===== config.mk =====
export PLATFORM = sky130hd
export DESIGN_NAME = dense_argmax_reader
export DESIGN_NICKNAME = d
export VERILOG_FILES = /design/src/rtl/dense_argmax_reader.sv
export SDC_FILE = /design/constraint.sdc
export NUM_CORES = 1
export LEC_CHECK = 0
export BUFFER_PORTS_ARGS = -buffer_cell sky130_fd_sc_hd__buf_2
export CAP_MARGIN = 10
export CORE_MARGIN = 1.5
export CORE_UTILIZATION = 50
export DETAILED_ROUTE_END_ITERATION = 10
export HOLD_SLACK_MARGIN = 0.12
export PLACE_DENSITY_LB_ADDON = 0.3
export SLEW_MARGIN = 20
export SYNTH_ARGS = -nofsm -noshare
export SYNTH_HDL_FRONTEND = slang
export SYNTH_SLANG_ARGS = --single-unit
export TNS_END_PERCENT = 1

===== constraint.sdc =====
create_clock -name clk -period 7.86 [get_ports clk]
set_input_delay 1.572 -clock clk [delete_from_list [all_inputs] [get_ports clk]]
set_output_delay 1.572 -clock clk [all_outputs]
set_load 0.005 [all_outputs]

===== src/rtl/dense_argmax_reader.sv =====
// rtl/dense_argmax_reader.sv - snapshots dense-layer logits on start and scans them for the argmax.
// Optional macro ARGMAX_SECOND_EN adds a runner-up (second_idx/second_val) result.
module dense_argmax_reader #(
    parameter int DATA_WIDTH  = 16,
    parameter int FRAC_BITS   = 7,
    parameter int NUM_CLASSES = 10,
    parameter int IDX_W       = (NUM_CLASSES > 1) ? $clog2(NUM_CLASSES) : 1
) (
    input  logic                         clk,
    input  logic                         reset,
    input  logic                         start,
    input  logic signed [DATA_WIDTH-1:0] in_vec [0:NUM_CLASSES-1],
    output logic                         out_valid,
    input  logic                         out_ready,
    output logic [IDX_W-1:0]             out_idx,
    output logic signed [DATA_WIDTH-1:0] out_val,
    output logic                         busy,
    output logic                         overrun
`ifdef ARGMAX_SECOND_EN
    ,
    output logic [IDX_W-1:0]             second_idx,
    output logic signed [DATA_WIDTH-1:0] second_val
`endif
);

    if (NUM_CLASSES < 1 || FRAC_BITS >= DATA_WIDTH) begin : g_bad_cfg
        $error("dense_argmax_reader: invalid NUM_CLASSES/FRAC_BITS");
    end

    localparam logic [1:0] IDLE = 2'd0;
    localparam logic [1:0] SCAN = 2'd1;
    localparam logic [1:0] HOLD = 2'd2;
    localparam logic [IDX_W-1:0] LAST = IDX_W'(NUM_CLASSES - 1);
    localparam logic signed [DATA_WIDTH-1:0] MOST_NEG = {1'b1, {(DATA_WIDTH-1){1'b0}}};

    logic [1:0]                  state_q, state_d;
    logic signed [DATA_WIDTH-1:0] snap_q [0:NUM_CLASSES-1];
    logic [IDX_W-1:0]            i_q, i_d;
    logic signed [DATA_WIDTH-1:0] best_val_q, best_val_d;
    logic [IDX_W-1:0]            best_idx_q, best_idx_d;
    logic                        out_valid_q, out_valid_d;
    logic [IDX_W-1:0]            out_idx_q, out_idx_d;
    logic signed [DATA_WIDTH-1:0] out_val_q, out_val_d;
    logic                        busy_q, busy_d;
    logic                        overrun_q, overrun_d;
    logic                        transfer, accept;
    logic signed [DATA_WIDTH-1:0] cur;
    logic signed [DATA_WIDTH-1:0] cmp_val;
    logic [IDX_W-1:0]            cmp_idx;
    logic                        new_best;

    assign transfer = (state_q == HOLD) && out_valid_q && out_ready;
    // A start coinciding with a hand-off is treated exactly like an IDLE start.
    assign accept   = start && ((state_q == IDLE) || transfer);
    assign cur      = snap_q[i_q];
    assign new_best = cur > best_val_q;
    assign cmp_val  = new_best ? cur : best_val_q;
    assign cmp_idx  = new_best ? i_q : best_idx_q;

`ifdef ARGMAX_SECOND_EN
    logic signed [DATA_WIDTH-1:0] sec_val_q, sec_val_d, sec_out_val_q, sec_out_val_d;
    logic [IDX_W-1:0]            sec_idx_q, sec_idx_d, sec_out_idx_q, sec_out_idx_d;
    logic                        sec_set_q, sec_set_d;
    logic signed [DATA_WIDTH-1:0] sec_cmp_val;
    logic [IDX_W-1:0]            sec_cmp_idx;

    // A dethroned best becomes the runner-up; otherwise cur competes for second place.
    always_comb begin
        sec_cmp_val = sec_val_q;
        sec_cmp_idx = sec_idx_q;
        if (new_best) begin
            sec_cmp_val = best_val_q;
            sec_cmp_idx = best_idx_q;
        end else if (!sec_set_q || cur > sec_val_q) begin
            sec_cmp_val = cur;
            sec_cmp_idx = i_q;
        end
    end

    always_comb begin
        sec_val_d     = sec_val_q;
        sec_idx_d     = sec_idx_q;
        sec_set_d     = sec_set_q;
        sec_out_val_d = sec_out_val_q;
        sec_out_idx_d = sec_out_idx_q;
        if (state_q == SCAN) begin
            sec_val_d = sec_cmp_val;
            sec_idx_d = sec_cmp_idx;
            sec_set_d = 1'b1;
            if (i_q == LAST) begin
                sec_out_val_d = sec_cmp_val;
                sec_out_idx_d = sec_cmp_idx;
            end
        end
        if (accept) begin
            sec_val_d = MOST_NEG;
            sec_idx_d = '0;
            sec_set_d = 1'b0;
            if (NUM_CLASSES == 1) begin
                sec_out_val_d = MOST_NEG;
                sec_out_idx_d = '0;
            end
        end
    end

    always_ff @(posedge clk) begin
        if (reset) begin
            sec_val_q     <= '0;
            sec_idx_q     <= '0;
            sec_set_q     <= 1'b0;
            sec_out_val_q <= '0;
            sec_out_idx_q <= '0;
        end else begin
            sec_val_q     <= sec_val_d;
            sec_idx_q     <= sec_idx_d;
            sec_set_q     <= sec_set_d;
            sec_out_val_q <= sec_out_val_d;
            sec_out_idx_q <= sec_out_idx_d;
        end
    end

    assign second_idx = sec_out_idx_q;
    assign second_val = sec_out_val_q;
`endif

    always_comb begin
        state_d     = state_q;
        i_d         = i_q;
        best_val_d  = best_val_q;
        best_idx_d  = best_idx_q;
        out_valid_d = out_valid_q;
        out_idx_d   = out_idx_q;
        out_val_d   = out_val_q;
        case (state_q)
            SCAN: begin
                best_val_d = cmp_val;
                best_idx_d = cmp_idx;
                if (i_q == LAST) begin
                    state_d   = HOLD;
                    out_idx_d = cmp_idx;
                    out_val_d = cmp_val;
                end else begin
                    i_d = i_q + 1'b1;
                end
            end
            HOLD: begin
                if (transfer) begin
                    state_d     = IDLE;
                    out_valid_d = 1'b0;
                end else begin
                    out_valid_d = 1'b1;
                end
            end
            default: ;
        endcase
        if (accept) begin
            best_val_d = in_vec[0];
            best_idx_d = '0;
            if (NUM_CLASSES == 1) begin
                state_d   = HOLD;
                i_d       = '0;
                out_idx_d = '0;
                out_val_d = in_vec[0];
            end else begin
                state_d = SCAN;
                i_d     = IDX_W'(1);
            end
        end
        overrun_d = start && !accept;
        busy_d    = (state_d != IDLE);
    end

    always_ff @(posedge clk) begin
        if (reset) begin
            state_q     <= IDLE;
            i_q         <= '0;
            best_val_q  <= '0;
            best_idx_q  <= '0;
            out_valid_q <= 1'b0;
            out_idx_q   <= '0;
            out_val_q   <= '0;
            busy_q      <= 1'b0;
            overrun_q   <= 1'b0;
            for (int k = 0; k < NUM_CLASSES; k++) snap_q[k] <= '0;
        end else begin
            state_q     <= state_d;
            i_q         <= i_d;
            best_val_q  <= best_val_d;
            best_idx_q  <= best_idx_d;
            out_valid_q <= out_valid_d;
            out_idx_q   <= out_idx_d;
            out_val_q   <= out_val_d;
            busy_q      <= busy_d;
            overrun_q   <= overrun_d;
            if (accept) begin
                for (int k = 0; k < NUM_CLASSES; k++) snap_q[k] <= in_vec[k];
            end
        end
    end

    assign out_valid = out_valid_q;
    assign out_idx   = out_idx_q;
    assign out_val   = out_val_q;
    assign busy      = busy_q;
    assign overrun   = overrun_q;

endmodule


**Yosys cells after proc, flatten, opt, wreduce, memory -nomap -nowiden**

Memories as Yosys holds them, arrays and structs flattened.
Index checks and enable logic that the tools add are counted.

- Reductions and logical operators: 13
- Add/sub/neg operators: 1
- Equal/unequal tests: 4
- Shift-type cells: 0
- $lt $le $gt $ge: 1
- Multiply operators: 0
- Divide/modulo/power cells: 0
- Bitwise logic cells: 11
- Multiplexer cells: 27

Operators by type and width:

| operator | count |
|---|---|
| 16-bit 2-to-1 mux | 13 |
| 16-bit > comparator | 1 |
| 1-bit OR | 10 |
| 1-bit 2-to-1 mux | 9 |
| 2-bit 2-to-1 mux | 3 |
| 2-bit AND reduction | 3 |
| 4-bit by 1-bit adder with 4-bit output, second input constant | 1 |
| 4-bit equality test, second input constant | 1 |
| 1-bit logical AND | 4 |
| 4-bit 2-to-1 mux | 1 |
| 2-bit one-hot mux with 2 select lines | 1 |
| 2-bit nonzero test | 2 |
| 2-bit by 1-bit equality test with 1-bit output, second input constant | 1 |
| 2-bit equality test, second input constant | 1 |
| 2-bit zero test | 1 |
| 2-bit != test, second input constant | 1 |
| 2-bit OR reduction | 1 |
| 1-bit zero test | 1 |
| 1-bit logical OR | 1 |
| 1-bit inverter | 1 |

- Register bits after elaboration: 49
- Latch bits: 0
- Bits in read-only memories: 0
- Memory bits (writable): 160
- Memories kept: 1
- Word-level logic and storage cells: 68
- Output and inout bits: 23
- Input port bits: 164

Memory list:

| memory | depth | bits a word | rd ports | clocked after memory_dff | write ports | line | RTL |
|---|---|---|---|---|---|---|---|
| snap_q | 10 | 16 | 1 | 0 | 10 | 37 | `logic signed [DATA_WIDTH-1:0] snap_q [0:NUM_CLASSES-1];` |

**Longest topological paths before layout**

Gate-level depths: netlist of the first run.

- Depth in word-level cells: 9
- Mapped depth: 15
- Mapped depth without buffers: 10

**Worst setup path before layout of the first run**

OpenSTA, ideal clock, no wires.

- Path type: input to register
- Start: input out_ready
- End: register busy_q, in the netlist busy
- Arrival time: 7330 ps
- Library setup time: 127 ps
- Slack: 403 ps
- Buffers on the path: 1
- Cell stages on the path: 6
- Data required time: 7733 ps
- Cells stage by stage: and3_1 -> o21ai_1 -> nand2b_1 -> clkbuf_1 -> nor3_1 -> or2_2

- Word-level cells in the longest chain between the ends: 5
- Elaborated cells on any way between the ends: 7
- Classes of those cells: mux (3); reduce/logical (4)

RTL lines:

| what | line | RTL |
|---|---|---|
| start: declaration | 14 | `input logic out_ready,` |
| 1-bit logical AND (*) | 52 | `assign transfer = (state_q == HOLD) && out_valid_q && out_ready;` |
| 2-bit 2-to-1 mux / 1-bit logical OR (equally long branches) | 147, 54 |  |
| 2-bit one-hot mux with 2 select lines / 1-bit logical AND (equally long branches) | 134, 54 |  |
| 2-bit 2-to-1 mux (*) | 156 | `if (accept) begin` |
| 2-bit nonzero test (*) | 170 | `busy_d = (state_d != IDLE);` |
| end signal: assignment | 193 | `busy_q <= busy_d;` |
| end: declaration | 44 | `logic busy_q, busy_d;` |

Mark *: on every way between the ends. The rest lies on a longest branch, timed or not.
A chain may end at the register's enable or synchronous reset.

**Worst setup path in the final report of the first run**

- Start: register i_q[0]
- End: register best_val_q[1]

- Word-level cells in the longest chain between the ends: 5

RTL lines:

| what | line | RTL |
|---|---|---|
| start: declaration | 38 | `logic [IDX_W-1:0] i_q, i_d;` |
| start signal: assignment | 187 | `i_q <= i_d;` |
| memory read 10 x 16 bit (*) | - |  |
| 16-bit > comparator | 56 | `assign new_best = cur > best_val_q;` |
| 16-bit 2-to-1 mux (*) | 57 | `assign cmp_val = new_best ? cur : best_val_q;` |
| 16-bit 2-to-1 mux (*) | 134 | `case (state_q)` |
| 16-bit 2-to-1 mux (*) | 156 |  |
| end signal: assignment | 188 | `best_val_q <= best_val_d;` |
| end: declaration | 39 | `logic signed [DATA_WIDTH-1:0] best_val_q, best_val_d;` |

Mark *: on every way between the ends. The rest lies on a longest branch, timed or not. The select of a mux whose other input is x is not followed.

==> results of run 1 <==
[worst min-delay path by stage]
| stage | start | to | slack, ns | cells after the start |
|---|---|---|---|---|
| 5_1_grt | best_idx_q[1] | best_idx_q[1] | 0.48 | 2 |
| 3_3_place_gp | out_idx[2] | out_idx[2] | 0.45 | 2 |
| 2_1_floorplan | best_idx_q[0] | best_idx_q[0] | 0.44 | 2 |
| 6_report | out_idx[2] | out_idx[2] | 0.46 | 2 |
| 3_5_place_dp | best_idx_q[0] | best_idx_q[0] | 0.45 | 2 |
| 4_1_cts | out_idx[2] | out_idx[2] | 0.46 | 2 |
[cells in the mapped netlist, types with 14 or more instances]
cell type,n,share of area
nand3_1,22,0.011
edfxtp_1,160,0.48
and2_1,161,0.10
dfxtp_1,49,0.098
o21ai_0,15,0.0075
nand2_1,21,0.0079
ha_1,21,0.026
nand2b_1,15,0.0094
o211ai_1,15,0.011
o311a_1,16,0.016
nand4_1,18,0.011
inv_1,19,0.0071
a22oi_1,14,0.011
nor2_1,73,0.027
clkbuf_1,44,0.017
mux4_2,33,0.074
[metal layers]
layer  wire, um  vias to the layer above  part of all wire
met5          0                        -                 0
met4        636                        0             0.027
li1           -                     3250                 -
met1      10300                     3276              0.44
met2      10600                      297              0.45
met3       1860                       34             0.080
[cell type report]
type / count / share of cell area
clock inverters: 17 / 0.0100
flip-flops and latches: 209 / 0.493
multi-input cells: 505 / 0.328
well taps: 265 / 0.0282
clock buffers: 23 / 0.0490
inverters: 19 / 0.00607
repair buffers: 196 / 0.0859
[stage by stage]
step                      hold slack (ns)  utilization  cell area [um2]  std cells  worst slack [ns]
after global placement              0.450        0.566            11000       1193              2.95
after detailed placement            0.455        0.566            11100       1194              2.85
after global routing                0.482        0.602            11800       1234              2.41
after floorplan                     0.443            -             9980        796             0.403
after CTS                           0.463        0.602            11800       1234              2.81
final                               0.455        0.602            11800       1234              2.69
[where the power goes]
part           switching, W  internal, W  leakage, nW
clock network      0.000429     0.000565        0.336
logic              0.000209     0.000154         2.23
registers         0.0000461      0.00128         2.14
[cells by family after synthesis]
| kind of cell | after synthesis | synth area share |
|---|---|---|
| compound gates | 119 | 0.0990 |
| xor+xnor | 3 | 0.00263 |
| fa+ha+maj | 21 | 0.0263 |
| buf+inv | 82 | 0.0360 |
| flops | 209 | 0.580 |
| mux | 34 | 0.0756 |
| simple gates | 328 | 0.181 |
[sequential cells by signal (all words and copies together) (netlist names), 2 cells and up]
register / flops
snap_q: 160
i_q: 4
out_idx: 4
best_idx_q: 4
state_q: 2
best_val_q: 16
out_val: 16
[worst reg2reg max path, delay by kind of cell, from the launching register on]
family                   cells  cell delay, ns
AO/OA/AOI/OAI                4            1.76
adder cells (fa/ha/maj)      1            0.34
buffers and inverters        1            0.52
flip-flops                   1            0.74
multiplexers                 1            0.58
AND/OR/NAND/NOR              4            1.13
==> impl_metrics.toml, run 1 <==
[floorplan]
core_area_um2 = 19500
die_y_um = 144
fp-row-count = 51
initial_core_util = 0.511
ioPinCount = 187
die_x_um = 144
fp.dieArea_um2 = 20800

[place]
port_buffers = 186
place_congestion = 0.917
place_hpwl_mm = 16.3

[setup_path]
cp_slowest_cell = "o2111a_1"
crit_end = "best_val_q[1]"
r2r-end = "best_val_q[1]"
critPathMaxStageDelay_ns = 0.86
cp_data_required_time_ns = 8.26
crit_path_end_kind = "flop"
worst_setup_path_start_kind = "flop"
crit_chain = "buf_4 -> mux4_2 -> a22oi_1 -> nand2_1 -> ha_1 -> and4_1 -> nand4_2 -> or2_1 -> o2111a_1 -> o21ai_0 -> a311oi_1"
startpoint = "i_q[0]"
critPathMaxFanout = 44
r2r_slack_ns = 2.69
reg2regPathDepth = 11
arrival_ns = 5.57
critPathKind = "reg2reg"
r2r_start = "i_q[0]"
critical_path.top_delay_family = "compound AO/OA/AOI/OAI gates"
cp.depth = 11
crit_buf_inv = 1

[global_route]
grt.total_usage = 0.225
busiest_layer = "met2"
gr-usage-met1 = 0.330
use_met2 = 0.339
overflow = 0
grt_pass1_wl_mm = 35.5
grt_antenna_before_repair = 0
globalRouteMet3Util = 0.0417
grt_pass1_vias = 6399
grt_max_degree = 143

[timing]
skew_ns = 0.0182
fmax_ghz = 0.193
post-route-min-period_ns = 5.17
maxSlewViolCount = 0
rsz0062_at_grt = "no"
slew_headroom = 0.295
fin_tns_setup_ns = 0
setup_viol = 0
final_hold_viol_count = 0
worst_slew_pin_slew_ns = 1.06
finalCritPeriodShare = 0.658

[cells_and_area]
nets = 1138
multiInputGateArea_um2 = 3860
drive_gt1_frac = 0.301
final_common_cell = "buf_2"
n_fill_cell = 1556
antenna_cells = 0
area.sequential_um2 = 5790
synthToLayoutAreaGrowth_pct = 17.7
final_cell_mix = "buf_2, and2_1, edfxtp_1, nor2_1, dfxtp_1"

[worst_hold_path]
holdCritPathClass = "reg2reg"

[cts]
cts_tree = "yes"
clock_path_buffers = 3
numCtsBuffers = 22
clk_pin_slew_ns = 0.07
post_cts_resized = 0
postCtsSetupBuffers = 0
holdBufCountCts = 0
clk_latency_ns = 0.50
cts-root-buf = "clkbuf_16"
htree_levels = 1
clock-sinks = 209

[synthesis]
syn-cell-area_um2 = 9980
syn-num-nets = 981
seq_area_frac_synth = 0.580
synth_seq_cells = 209
async_flop_share = 0
synth.distinct_cells = 53
yosysWarnings = 0
synthCells = 796
synth_edf_count = 160
synthFlopType = "edfxtp_1"
syn_area_per_cell_um2 = 12.5

[job]
maxCapViolCount = 0

[route]
drt-initial-drc-count = 655
viasPerCell = 5.56
wire_per_inst_um = 19.0
firstDrtPassIters = 5
routed-via-count = 6857
routed_wl_mm = 23.4
antenna_left = 0
drc = 0

[power]
leakagePower_nw = 4.70
vdd_ir_drop_max_mv = 0.138
p_per_area_nw_per_um2 = 228
totalPowerFinal_w = 0.00268

[outcome]
status = "completed"
No activity file was read; power rests on OpenSTA's default activity.
==> run 2, diff against run 1 <==
ABC_AREA = 1   (was not set)
clock period = 5.1 ns   (was 7.86 ns; I/O delays follow)
==> impl_metrics.toml, run 2 <==
[synthesis]
synthCells = 1234
yosysWarnings = 0
synth.distinct_cells = 32
synth_edf_count = 160
synthFlopType = "edfxtp_1"
synth.top_cell.area_share = 0.459
synth_area_leaders = "edfxtp_1, nor2_1, dfxtp_1"
ys_top_cells_by_count = "nor2_1, inv_1, nand2_1, edfxtp_1, nand3_1"
synth_seq_cells = 209
seq_area_frac_synth = 0.553
syn-num-nets = 1419
syn_area_per_cell_um2 = 8.49
async_flop_share = 0
yosysTopAreaCell = "edfxtp_1"
syn-cell-area_um2 = 10500
yosysMostFrequentCell = "nor2_1"

[cts]
clock_path_buffers = 3
clock-sinks = 209
clk_latency_ns = 0.52
clk_pin_slew_ns = 0.06
holdBufCountCts = 0
numCtsBuffers = 22
postCtsSetupBuffers = 0
cts-root-buf = "clkbuf_16"
cts_tree = "yes"
htree_levels = 1
post_cts_resized = 0

[global_route]
grt_pass1_vias = 8131
overflow = 0
grt_max_degree = 162
grt_antenna_before_repair = 0
grt_pass1_wl_mm = 41.1
grt.total_usage = 0.242

[cells_and_area]
nets = 1578
final_cell_mix = "nor2_1, inv_1, nand2_1, buf_2, edfxtp_1"
drive_gt1_frac = 0.183
top_register = "snap_q"
antenna_cells = 0
layout.cells.non_filler = 1678
area.sequential_um2 = 5790
largest_register_ffs = 160
final_common_cell = "nor2_1"
n_fill_cell = 1762
multiInputGateArea_um2 = 3460
synthToLayoutAreaGrowth_pct = 17.3

[timing]
post-route-min-period_ns = 4.17
fmax_ghz = 0.240
hold_ws_ns = 0.538
rsz0062_at_grt = "no"
worst_slew_pin_slew_ns = 1.16
maxSlewViolCount = 0
slew_headroom = 0.226
setup_viol = 0
skew_ns = 0.0187
final_hold_viol_count = 0
finalCritPeriodShare = 0.818
fin_tns_setup_ns = 0

[power]
leakagePower_nw = 6.14
vdd_ir_drop_max_mv = 0.244
p_per_area_nw_per_um2 = 363

[place]
place_congestion = 0.918
dp.cells = 1639
place_hpwl_mm = 18.1
port_buffers = 186

[setup_path]
worst_setup_path_start_kind = "flop"
critPathKind = "reg2reg"
cp_data_required_time_ns = 5.51
arrival_ns = 4.58
crit_path_end_kind = "flop"
critPathMaxFanout = 84

[floorplan]
core_area_um2 = 20400
fp.dieArea_um2 = 21800
die_y_um = 148
die_x_um = 148
ioPinCount = 187
initial_core_util = 0.514
fp-row-count = 52

[worst_hold_path]
holdCritPathClass = "reg2reg"

[route]
firstDrtPassIters = 6
drt-initial-drc-count = 691
routed-via-count = 8515
antenna_left = 0
wire_per_inst_um = 15.6
viasPerCell = 5.07
drc = 0
routed_wl_mm = 26.2

[outcome]
status = "completed"

[job]
maxCapViolCount = 0
run 2: cell families (layout without fill, tap and decap cells):
family | after synthesis | after routing | share of synthesized area
adders and majority gates | 21 | 21 | 0.0251
and+or+nand+nor | 571 | 571 | 0.225
DFF | 209 | 209 | 0.553
buffers and inverters | 300 | 474 | 0.118
AOI/OAI and AO/OA | 131 | 131 | 0.0771
xor gates and xnor gates | 2 | 2 | 0.00167
run 2: area by class of cell:
type / count / share of cell area
Sequential cell: 209 / 0.471
Multi-Input combinational cell: 725 / 0.282
Timing Repair Buffer: 199 / 0.0868
Inverter: 236 / 0.0728
Clock buffer: 27 / 0.0464
Tap cell: 270 / 0.0275
Clock inverter: 12 / 0.0136
run 2: stage by stage:
step / total power, W / worst slack (ns) / area (um2) / utilization
final: 0.00446 / 0.929 / 12300 / 0.603
after global routing: 0.00465 / 0.656 / 12300 / 0.603
after CTS: 0.00446 / 1.01 / 12300 / 0.603
after detailed placement: 0.00283 / 1.06 / 11500 / 0.567
after global placement: 0.00281 / 1.17 / 11500 / 0.567
after floorplan: 0.00260 / 0.495 / 10500 / -
run 2: worst paths after layout:
check | start | end | slack (ns) | cells past startpoint
max | i_q[0] | out_val[8] | 0.93 | 18
min | out_valid | out_valid | 0.54 | 1
max reg2reg | i_q[0] | out_val[8] | 0.93 | 18
min reg2reg | out_valid | out_valid | 0.54 | 1
run 2: power by group:
| part | internal [W] | switching [W] |
|---|---|---|
| clock network | 0.000996 | 0.000651 |
| logic | 0.000247 | 0.000544 |
| registers | 0.00198 | 0.0000442 |
run 2: layer usage:
layer | share of wire | global-route usage
met5 | 0 | 0
met4 | 0.032 | 0.0915
met3 | 0.075 | 0.0392
met2 | 0.46 | 0.389
met1 | 0.44 | 0.330
run 2: worst max-delay path: stages, from the launching register on:
cell     delay, ns
dfxtp_2       0.33
buf_4         0.62
nor2_1        0.12
nor2_1        0.11
o21ai_1       0.11
nand3_1       0.19
nand2_1       0.09
o21ai_2       0.11
ha_1          0.23
nand2_1       0.13
nor3_2        0.22
nand2_1       0.10
nand3_1       0.07
buf_4         0.28
nand3_1       0.65
nand2_1       0.30
nand3_1       0.12
nand2_1       0.11
inv_1         0.04
==> run 3, diff against run 2 <==
ABC_AREA = 0   (was 1)
clock period = 4.1 ns   (was 5.1 ns; I/O delays follow)
==> impl_metrics.toml, run 3 (synthesis gave the netlist of run 1 again) <==
[power]
vdd_ir_drop_max_mv = 0.273
p_per_area_nw_per_um2 = 434
leakagePower_nw = 4.85

[timing]
setup_viol = 0
post-route-min-period_ns = 3.82
maxSlewViolCount = 0
worst_slew_pin_slew_ns = 1.11
fin_tns_setup_ns = 0
rsz0062_at_grt = "no"
worst_slack_ns = 0.276
final_hold_viol_count = 0
skew_ns = 0.0120
slew_headroom = 0.256
fmax_ghz = 0.262
finalCritPeriodShare = 0.933

[cells_and_area]
drive_gt1_frac = 0.317
final_common_cell = "buf_2"
top_register = "snap_q"
synthToLayoutAreaGrowth_pct = 20.4
antenna_cells = 0
final_cell_mix = "buf_2, and2_1, edfxtp_1, nor2_1, dfxtp_1"
nets = 1163
n_fill_cell = 1576
multiInputGateArea_um2 = 3860
largest_register_ffs = 160
area.sequential_um2 = 5790

[global_route]
grt_pass1_vias = 6400
use_met2 = 0.339
grt_pass1_wl_mm = 35.4
overflow = 0
globalRouteMet3Util = 0.0318
grt.total_usage = 0.226
busiest_layer = "met2"
gr-usage-met1 = 0.331
grt_max_degree = 161
grt_antenna_before_repair = 0

[floorplan]
fp.dieArea_um2 = 20800
fp-row-count = 51
ioPinCount = 187
die_x_um = 144
core_area_um2 = 19500
initial_core_util = 0.511
die_y_um = 144

[cts]
htree_levels = 1
clk_pin_slew_ns = 0.06
clock-sinks = 209
clock_path_buffers = 3
clk_latency_ns = 0.50
numCtsBuffers = 22
cts_tree = "yes"
cts-root-buf = "clkbuf_16"

[job]
maxCapViolCount = 0

[route]
drc = 0
antenna_left = 0
firstDrtPassIters = 5
routed_wl_mm = 23.5
routed-via-count = 6942
drt-initial-drc-count = 555
viasPerCell = 5.51
wire_per_inst_um = 18.7

[place]
place_congestion = 0.886
place_hpwl_mm = 17.1
place_ws_ns = 0.267
port_buffers = 186

[setup_path]
reg2regPathDepth = 11
critPathKind = "reg2reg"
r2r_slack_ns = 0.28
cp_data_required_time_ns = 4.49
r2r-end = "best_val_q[8]"
arrival_ns = 4.22
r2r_start = "i_q[2]"
worst_setup_path_start_kind = "flop"
crit_path_end_kind = "flop"
critPathMaxFanout = 15

[worst_hold_path]
holdPathStages = 2
worstHoldEndpoint = "out_idx[2]"
holdCritPathClass = "reg2reg"
hold_start = "out_idx[2]"

[outcome]
status = "completed"
[run 3: critical path: stages, from the launching register on]
cell      delay, ns
dfxtp_1        0.40
nor2_1         0.87
a22oi_1        0.31
nand2_1        0.22
ha_1           0.23
and4_4         0.26
nand4_2        0.16
a21oi_4        0.26
o2111a_1       0.37
buf_4          0.25
o21ai_0        0.11
a311oi_1       0.29
[run 3: how the worst max path moves through the flow]
stage | slack (ns) | cells past startpoint | startpoint | endpoint
6_report | 0.28 | 11 | i_q[2] | best_val_q[8]
4_1_cts | 0.22 | 12 | i_q[0] | best_val_q[8]
3_3_place_gp | 0.34 | 12 | i_q[0] | best_val_q[0]
3_5_place_dp | 0.27 | 12 | i_q[0] | best_val_q[8]
2_1_floorplan | 0.02 | 6 | out_ready | busy
5_1_grt | 0.01 | 11 | i_q[2] | best_val_q[8]
[run 3: power by group]
part           switching, W  total [W]  internal, W
clock network      0.000804    0.00192      0.00112
logic              0.000427   0.000768     0.000340
registers         0.0000693    0.00252      0.00245
total               0.00130    0.00521      0.00391
[run 3: timing repair]
action | CTS | global route
endpoints found under the setup margin | 0 | 3
buffers inserted | 0 | 4
hold buffers | 0 | 0
resized for setup | 0 | 0
[run 3: cell type report]
type,count,share of cell area
clock buffer,26,0.0470
clock inverter,14,0.0113
inverter,19,0.00593
multi-input combinational,505,0.321
sequential,209,0.482
tap,265,0.0276
timing repair buffer,221,0.106
[run 3: through the flow]
stage	power, W	std cells	cell area, um2	util	hold slack (ns)
finish	0.00521	1259	12000	0.616	0.449
global route	0.00540	1259	12000	0.616	0.498
CTS	0.00522	1255	12000	0.613	0.454
detailed placement	0.00332	1215	11300	0.577	0.445
global placement	0.00330	1215	11300	0.577	0.441
floorplan	0.00307	796	9980	-	0.443
[run 3: per-layer routing]
layer / wire [um] / vias to the layer above
met5: 0 / -
met4: 938 / 0
met3: 1400 / 47
met2: 10500 / 276
met1: 10700 / 3320
li1: - / 3299
